### src/rtl/piso_tx_pkg.sv
`timescale 1ns/1ps
`default_nettype none
// ============================================================================
//  Module      : piso_tx_pkg
//  Description : Shared types for the PISO transmit scheduler: controller
//                state encoding and requester-index width helper.
//  Revision    : 1.0 - initial release
// ============================================================================
package piso_tx_pkg;

    // Controller states: arbitration, serial shifting, inter-word idle gap
    typedef enum logic [1:0] {
        ST_IDLE  = 2'd0,
        ST_SHIFT = 2'd1,
        ST_GAP   = 2'd2
    } state_e;

    // Width of a requester index; never narrower than one bit
    function automatic int idw_f(input int n);
        return (n > 1) ? $clog2(n) : 1;
    endfunction

    // Index width for the default four-requester configuration
    localparam int IDW = idw_f(4);

endpackage
`default_nettype wire

### src/rtl/rr_arbiter.sv
`timescale 1ns/1ps
`default_nettype none
// ============================================================================
//  Module      : rr_arbiter
//  Description : Combinational round-robin arbiter. Searches upward from
//                ptr+1 with wrap-around and returns the first set request
//                as a one-hot grant plus its index.
//  Revision    : 1.0 - initial release
// ============================================================================
module rr_arbiter
    import piso_tx_pkg::*;
#(
    parameter  int NREQ  = 4,
    localparam int IDW_L = idw_f(NREQ)
) (
    input  logic [NREQ-1:0]  req,
    input  logic [IDW_L-1:0] ptr,
    output logic [NREQ-1:0]  grant,
    output logic [IDW_L-1:0] grant_idx,
    output logic             any
);

    logic [IDW_L-1:0] w_cand;

    // Walk the requesters starting just after the last winner; first hit wins
    always_comb begin
        grant     = '0;
        grant_idx = '0;
        any       = 1'b0;
        w_cand    = '0;
        for (int off = 1; off <= NREQ; off++) begin
            w_cand = IDW_L'((int'(ptr) + off) % NREQ);
            if (!any && req[w_cand]) begin
                any           = 1'b1;
                grant_idx     = w_cand;
                grant[w_cand] = 1'b1;
            end
        end
    end

endmodule
`default_nettype wire

### src/rtl/piso_tx_scheduler.sv
`timescale 1ns/1ps
`default_nettype none
// ============================================================================
//  Module      : piso_tx_scheduler
//  Description : Round-robin scheduler sharing one parallel-in/serial-out
//                shift datapath between NREQ word sources. Grants one
//                requester in IDLE, shifts its word out over WIDTH cycles
//                with first/last strobes and source ID, then optionally
//                idles for GAP cycles.
//  Options     : PISO_TX_PARITY_EN - append an even-parity bit to each frame
//  Revision    : 1.0 - initial release
// ============================================================================
module piso_tx_scheduler
    import piso_tx_pkg::*;
#(
    parameter  int NREQ      = 4,
    parameter  int WIDTH     = 4,
    parameter  int GAP       = 0,
    parameter  int MSB_FIRST = 1,
    localparam int IDW_L     = idw_f(NREQ)
) (
    input  logic                    clk,
    input  logic                    rst,
    input  logic [NREQ-1:0]         req_valid,
    input  logic [NREQ*WIDTH-1:0]   req_data,
    output logic [NREQ-1:0]         req_ready,
    output logic                    ser_out,
    output logic                    ser_valid,
    output logic                    ser_first,
    output logic                    ser_last,
    output logic [IDW_L-1:0]        ser_id,
    output logic                    busy
);

    localparam int CW = $clog2(WIDTH + 1);
`ifdef PISO_TX_PARITY_EN
    // Parity bit occupies the slot after the last data bit
    localparam logic [CW-1:0] c_last_bit = CW'(WIDTH);
`else
    localparam logic [CW-1:0] c_last_bit = CW'(WIDTH - 1);
`endif
    localparam logic [3:0]       c_gap_last = (GAP > 0) ? 4'(GAP - 1) : 4'd0;
    localparam logic [IDW_L-1:0] c_ptr_rst  = IDW_L'(NREQ - 1);

    state_e             state_q, state_d;
    logic [WIDTH-1:0]   shreg_q, shreg_d;
    logic [CW-1:0]      cnt_q,   cnt_d;
    logic [3:0]         gap_q,   gap_d;
    logic [IDW_L-1:0]   ptr_q,   ptr_d;
    logic [IDW_L-1:0]   id_q,    id_d;
`ifdef PISO_TX_PARITY_EN
    logic               parity_q, parity_d;
`endif

    logic [NREQ-1:0]    w_grant;
    logic [IDW_L-1:0]   w_grant_idx;
    logic               w_any;
    logic [WIDTH-1:0]   w_word;

    rr_arbiter #(
        .NREQ      (NREQ)
    ) u_arb (
        .req       (req_valid),
        .ptr       (ptr_q),
        .grant     (w_grant),
        .grant_idx (w_grant_idx),
        .any       (w_any)
    );

    // One-hot mux selecting the granted requester's word
    always_comb begin
        w_word = '0;
        for (int i = 0; i < NREQ; i++) begin
            if (w_grant[i]) begin
                w_word = req_data[i*WIDTH +: WIDTH];
            end
        end
    end

    // Next-state, datapath update and output decode
    always_comb begin
        state_d   = state_q;
        shreg_d   = shreg_q;
        cnt_d     = cnt_q;
        gap_d     = gap_q;
        ptr_d     = ptr_q;
        id_d      = id_q;
`ifdef PISO_TX_PARITY_EN
        parity_d  = parity_q;
`endif
        req_ready = '0;
        ser_out   = 1'b0;
        ser_valid = 1'b0;
        ser_first = 1'b0;
        ser_last  = 1'b0;

        case (state_q)
            ST_IDLE: begin
                // Reset suppresses the handshake so no word is accepted and then dropped
                if (!rst && w_any) begin
                    req_ready = w_grant;
                    shreg_d   = w_word;
                    id_d      = w_grant_idx;
                    ptr_d     = w_grant_idx;
                    cnt_d     = '0;
`ifdef PISO_TX_PARITY_EN
                    parity_d  = ^w_word;
`endif
                    state_d   = ST_SHIFT;
                end
            end
            ST_SHIFT: begin
                ser_valid = 1'b1;
                ser_first = (cnt_q == '0);
                ser_last  = (cnt_q == c_last_bit);
                ser_out   = (MSB_FIRST != 0) ? shreg_q[WIDTH-1] : shreg_q[0];
`ifdef PISO_TX_PARITY_EN
                if (cnt_q == c_last_bit) begin
                    ser_out = parity_q;
                end
`endif
                shreg_d = (MSB_FIRST != 0) ? {shreg_q[WIDTH-2:0], 1'b0}
                                           : {1'b0, shreg_q[WIDTH-1:1]};
                if (cnt_q == c_last_bit) begin
                    cnt_d = '0;
                    gap_d = '0;
                    if (GAP > 0) begin
                        state_d = ST_GAP;
                    end else begin
                        state_d = ST_IDLE;
                    end
                end else begin
                    cnt_d = cnt_q + 1'b1;
                end
            end
            ST_GAP: begin
                if (gap_q == c_gap_last) begin
                    gap_d   = '0;
                    state_d = ST_IDLE;
                end else begin
                    gap_d = gap_q + 1'b1;
                end
            end
            default: begin
                state_d = ST_IDLE;
            end
        endcase
    end

    // State and datapath registers; pointer restarts at NREQ-1 so requester 0 wins first
    always_ff @(posedge clk) begin
        if (rst) begin
            state_q  <= ST_IDLE;
            shreg_q  <= '0;
            cnt_q    <= '0;
            gap_q    <= '0;
            ptr_q    <= c_ptr_rst;
            id_q     <= '0;
`ifdef PISO_TX_PARITY_EN
            parity_q <= 1'b0;
`endif
        end else begin
            state_q  <= state_d;
            shreg_q  <= shreg_d;
            cnt_q    <= cnt_d;
            gap_q    <= gap_d;
            ptr_q    <= ptr_d;
            id_q     <= id_d;
`ifdef PISO_TX_PARITY_EN
            parity_q <= parity_d;
`endif
        end
    end

    assign ser_id = id_q;
    assign busy   = (state_q != ST_IDLE);

endmodule
`default_nettype wire

### config.mk
export PLATFORM = sky130hd
export DESIGN_NAME = piso_tx_scheduler
export DESIGN_NICKNAME = d
export VERILOG_FILES = /design/src/rtl/piso_tx_pkg.sv /design/src/rtl/rr_arbiter.sv /design/src/rtl/piso_tx_scheduler.sv
export SDC_FILE = /design/constraint.sdc
export NUM_CORES = 1
export LEC_CHECK = 0
export ABC_AREA = 1
export BUFFER_PORTS_ARGS = -buffer_cell sky130_fd_sc_hd__buf_2
export CELL_PAD_IN_SITES_DETAIL_PLACEMENT = 1
export CELL_PAD_IN_SITES_GLOBAL_PLACEMENT = 1
export CORE_ASPECT_RATIO = 0.7
export CORE_MARGIN = 2
export CORE_UTILIZATION = 35
export DETAILED_ROUTE_END_ITERATION = 8
export PLACE_DENSITY = 0.82
export SLEW_MARGIN = 10
export SYNTH_ARGS = -nofsm -noshare
export SYNTH_HDL_FRONTEND = slang
export SYNTH_SLANG_ARGS = --single-unit
### constraint.sdc
create_clock -name clk -period 2.7 [get_ports clk]
set_clock_uncertainty 0.15 [all_clocks]
set_input_delay 0.27 -clock clk [delete_from_list [all_inputs] [get_ports clk]]
set_output_delay 0.27 -clock clk [all_outputs]
set_load 0.005 [all_outputs]
Yosys cells after proc, flatten, opt, wreduce, memory -nomap -nowiden:

Cells that the tools add are included.

* add/subtract/negate cells: 6
* reduce and logical (&&, ||, !) cells: 22
* order comparisons: 8
* bitwise operators: 3
* mux-type cells: 50
* equal/unequal tests: 6

Operators by type and width (number)
* 4-bit two-way mux: 13
* 1-bit two-way mux: 16
* 4-bit case mux with 2 select lines: 2
* 2-bit two-way mux: 7
* 2-bit by 3-bit less-than comparator with 1-bit output, second input constant: 4
* 4-bit OR: 3
* 1-bit binary-select mux with 2-bit select: 4
* 1-bit demux with 2-bit select: 4
* 2-bit by 1-bit greater-or-equal comparator with 1-bit output, second input constant: 4
* 1-bit logical AND: 8
* 3-bit two-way mux: 2
* 2-bit != test, second input constant: 3
* 2-bit case mux with 3 select lines: 1
* 3-bit case mux with 2 select lines: 1
* 2-bit AND reduction: 3
* 2-bit nonzero test: 3
* 2-bit by 1-bit adder with 2-bit output, second input constant: 2
* 2-bit adder, second input constant: 2
* 4-bit by 1-bit adder with 4-bit output, second input constant: 1
* 1-bit logical NOT: 4
* 4-bit logical NOT: 1
* 3-bit by 1-bit adder with 3-bit output, second input constant: 1
* 3-bit by 2-bit equality test with 1-bit output, second input constant: 1
* 3-bit logical NOT: 1
* other kinds (4): 4

* output and inout bits: 11
* flip-flop bits (word level): 17

Longest topological paths before layout:

* depth in word-level cells: 19
* depth in mapped cells: 14
* mapped depth without buffers: 14

Cells and area by module:

From an unflattened synthesis, not the netlist that was laid out.

* cell total of the unflattened synthesis: 182
* area total of the unflattened synthesis: 1154.9 µm²

Modules (own cells, without submodules)
* piso_tx_scheduler: cells each 108, area an instance 696.9 µm², times used 1
* rr_arbiter: cells each 74, area an instance 457.9 µm², times used 1

Least setup slack after synthesis:

OpenSTA, ideal clock, no wires.

* path type: reg2reg
* start: register ptr_q[0]
* end: register shreg_q[0]
* stages on the path, launching flop included: 13
* clock period less this slack: 2.135 ns
* path buffers: 0
* arrival: 1.851 ns
* path slack: 0.565 ns
* required time: 2.416 ns
* cell sequence: dfxtp_1 > inv_2 > ha_1 > inv_1 > nand2_2 > nand2_4 > nor2_4 > a21boi_2 > nand3_2 > a21oi_1 > nand2_1 > nand2_1 > a21oi_2

* cells in the longest elaborated chain, start to end: 19

RTL lines
* from (decl): line piso_tx_scheduler.sv:49 `logic [IDW_L-1:0] ptr_q, ptr_d;`
* from (signal assigned): line piso_tx_scheduler.sv:157 `ptr_q <= c_ptr_rst;`
* from (signal assigned): line piso_tx_scheduler.sv:167 `ptr_q <= ptr_d;`
* parallel branches: the longest is 19 deep, another holds 2-bit by 3-bit less-than comparator with 1-bit output
* to (signal assigned): line piso_tx_scheduler.sv:164 `shreg_q <= shreg_d;`
* to (decl): line piso_tx_scheduler.sv:46 `logic [WIDTH-1:0] shreg_q, shreg_d;`

Several ways; the timed one is not identified. The select of a mux whose other input is x is not followed.
A chain may end at the register's enable or synchronous reset.

Worst setup path in the final report:

* start: register ptr_q[0]
* end: output port req_ready[2]

* cells in the longest elaborated chain, start to end: 16

RTL lines
* parallel branches: the longest is 14 deep, another holds 2-bit by 3-bit less-than comparator with 1-bit output
* 4-bit two-way mux (*): line piso_tx_scheduler.sv:100 `if (!rst && w_any) begin`
* 4-bit two-way mux (*): line piso_tx_scheduler.sv:97 `case (state_q)`
* to (decl): line piso_tx_scheduler.sv:26 `output logic [NREQ-1:0] req_ready,`

Every way passes the cells marked *. The select of a mux whose other input is x is not followed.

==> results.sh <==
export IMPL_hold_start="rst"
export IMPL_irDropWorstVdd_v=0.0004461
export IMPL_r2r_end="shreg_q[3]"
export IMPL_tns_ns=0
export IMPL_dieArea_mm2=0.003908
export IMPL_crit_slowest_cell="dfxtp_4"
export IMPL_cts_root_buffer="clkbuf_8"
export IMPL_drt_iter0_markers=46
export IMPL_timing_final_max_slew_violations=0
export IMPL_synth_top_cell_by_area="dfxtp_1"
export IMPL_power_density_mw_per_mm2=1148
export IMPL_tightest_slew_ns=0.4384
export IMPL_critPathMaxFanout=11
export IMPL_dpl_worst_slack_ns=0.2371
export IMPL_fin_area_mm2=0.001460
export IMPL_total_power_mw=1.676
export IMPL_final_antenna_net_count=0
export IMPL_initial_core_util_pct=37.24
export IMPL_netlist_instances=189
export IMPL_vias=1246
export IMPL_grt_max_degree=12
export IMPL_holdPathEnd="shreg_q[1]"
export IMPL_hold_ws_ns=0.2032
export IMPL_hp_class="in -> reg"
export IMPL_gp_congestion=0.7845
export IMPL_yosysWarningCount=0
export IMPL_clkLatencyLatePin_ns=0.24
export IMPL_wirelength_um=3239
export IMPL_crit_top_cell="nand2_1"
export IMPL_yosysTopAreaCellShare_pct=20.08
export IMPL_hold_viol_final=0
export IMPL_fin_crit_sh_pct=91.76
export IMPL_postPlaceCellArea_mm2=0.001414
export IMPL_cts_tree="yes"
export IMPL_slew_headroom_pct=70.31
export IMPL_hold_depth=2
export IMPL_clockBufferDepth=2
export IMPL_synth_area_leaders="dfxtp_1 20%, nand2_1 19%, ha_1 10%, inv_1 10%, nand3_1 5.0%"
export IMPL_path_class="reg -> out"
export IMPL_cts_sinks=12
export IMPL_maxCapViolCount=0
export IMPL_grt_pass1_vias=1174
export IMPL_path_clk_slew_ns=0.05
export IMPL_multi_input_area_um2=808.3
export IMPL_fp_coreArea_mm2=0.003212
export IMPL_row_count=17
export IMPL_cp_start_kind="flop"
export IMPL_rsz0062_at_grt="false"
export IMPL_routed_via_density=4.615
export IMPL_die_h_um=52.91
export IMPL_grt_overflow_total=0
export IMPL_rrSetupSlack_ns=0.49
export IMPL_dp_cells=267
export IMPL_clock_fmax_ghz=0.4036
export IMPL_grt_pass1_wl_um=5575
export IMPL_port_buffers=32
export IMPL_period_needed_ns=2.478
export IMPL_syn_area_per_cell_um2=6.329
export IMPL_ioPinCount=33
export IMPL_layout_nets=257
export IMPL_place_detailed_hpwl_um=2628
export IMPL_cp_end_kind="primary output"
export IMPL_numCtsBuffers=3
export IMPL_reg2reg_from="ptr_q[0]"
export IMPL_yosysSeqAreaShare_pct=20.08
export IMPL_nFillCells=446
export IMPL_crit_path_max_incr_delay_ns=0.41
export IMPL_cp_required_ns=2.28
export IMPL_synth_cell_area_mm2=0.001196
export IMPL_path_cells="inv_2 > ha_1 > inv_1 > nand2_1 > nand2_1 > nand2_2 > nor2_4 > nand2_1 > nand3_2 > nand2_1 > inv_1 > buf_2"
export IMPL_routedWlPerCell_um=12.00
export IMPL_diodes=0
export IMPL_layout_cells_non_filler=270
export IMPL_ys_types=28
export IMPL_finalSetupViolations=0
export IMPL_synth_seq_cells=12
export IMPL_worst_ep_arrival_time_ns=2.06
export IMPL_antenna_found_initial=0
export IMPL_p_leak_nw=0.8058
export IMPL_firstDrtPassIters=4
export IMPL_synth_nets=221
export IMPL_area_growth_synth_to_final_pct=22.07
export IMPL_fp_dieW_um=73.87
export IMPL_seqCellArea_um2=245.2
export IMPL_setup_ws_ns=0.2224
export IMPL_post_route_cells_drive_above_1_share_pct=29.60
export IMPL_r2r_cells=12
export IMPL_htree_levels=1
export IMPL_hold_buffers=0
export IMPL_utilization_pct=45.46
export IMPL_drc=0
export IMPL_status="finished clean"
export IMPL_grt_usage_pct=18.54
timing repair:
action	CTS	global route
setup endpoints to repair	1	3
setup buffers	0	0
pin swaps	0	0
gates resized for setup	1	2
gates cloned	0	0
logic make-up (layout without fill, tap and decap cells):
kind of cell             after synthesis  after routing  share of synthesized area [%]
AO/OA/AOI/OAI                         26             26                          14.23
buffers and inverters                 38             72                          12.34
flip-flops                            12             12                          20.08
adder cells (fa/ha/maj)               10             10                          10.46
AND/OR/NAND/NOR                      103            103                          42.89
worst max-delay path by stage:
stage | cells after the start | endpoint | startpoint
finish | 12 | req_ready[2] | ptr_q[0]
global route | 11 | req_ready[2] | ptr_q[0]
CTS | 11 | req_ready[2] | ptr_q[1]
detailed placement | 11 | req_ready[2] | ptr_q[0]
global placement | 11 | req_ready[2] | ptr_q[0]
floorplan | 12 | shreg_q[0] | ptr_q[0]
synth_stat cells (all sizes together):
cell and instances:
nor3 3, inv 35, a31oi 1, nor2 9
buf 2, ha 10, dfxtp 12, a21oi 14
nand3 18, o22ai 1, o311ai 1, nand2 69
a21boi 3, o21ai 5, nor3b 1, o2111ai 1
nand4 3, clkbuf 1
metal layers:
layer  global-route usage [%]  wire [µm]
met2                    26.04       1243
met1                    29.66       1801
met4                    2.727         12
met3                    2.476        182
met5                        0          0
where the power goes:
part	leakage (nW)	internal, mW	total (mW)	switching [mW]
Combinational	0.685	0.424	1.20	0.778
Sequential	0.0987	0.247	0.314	0.0668
Clock	0.0216	0.0980	0.160	0.0620
area by class of cell:
type,instances,share of cell area (%)
inverter,35,8.997
sequential,12,16.80
clock buffer,3,2.828
multi-input combinational,139,55.36
timing repair buffer,34,12.00
tap,47,4.027
state kept, by name, summed over array words and instances, names as in the netlist:
signal / count
shreg_q: 4
cnt_q: 3
ptr_q: 2
ser_id: 2
state_q: 1
critical path: cells and delay by family (launching register included):
family	cells	cell delay (ns)
and+or+nand+nor	7	0.66
DFF	1	0.41
buffers and inverters	4	0.39
adders and majority gates	1	0.35
layout by cell type (no fill, tap or decap), types with 2 or more instances in the layout:
cell       n
nand2_1   61
inv_1     32
buf_2     32
nand3_1   12
ha_1      10
dfxtp_1   10
a21oi_1    9
nand3_2    6
nand2_2    6
nor2_1     6
a21oi_2    5
o21ai_0    5
inv_2      3
nor2_4     3
nor3_1     3
clkbuf_8   3
nand2_4    2
nand4_1    2
buf_4      2
Power figures use the tool's default switching activity.
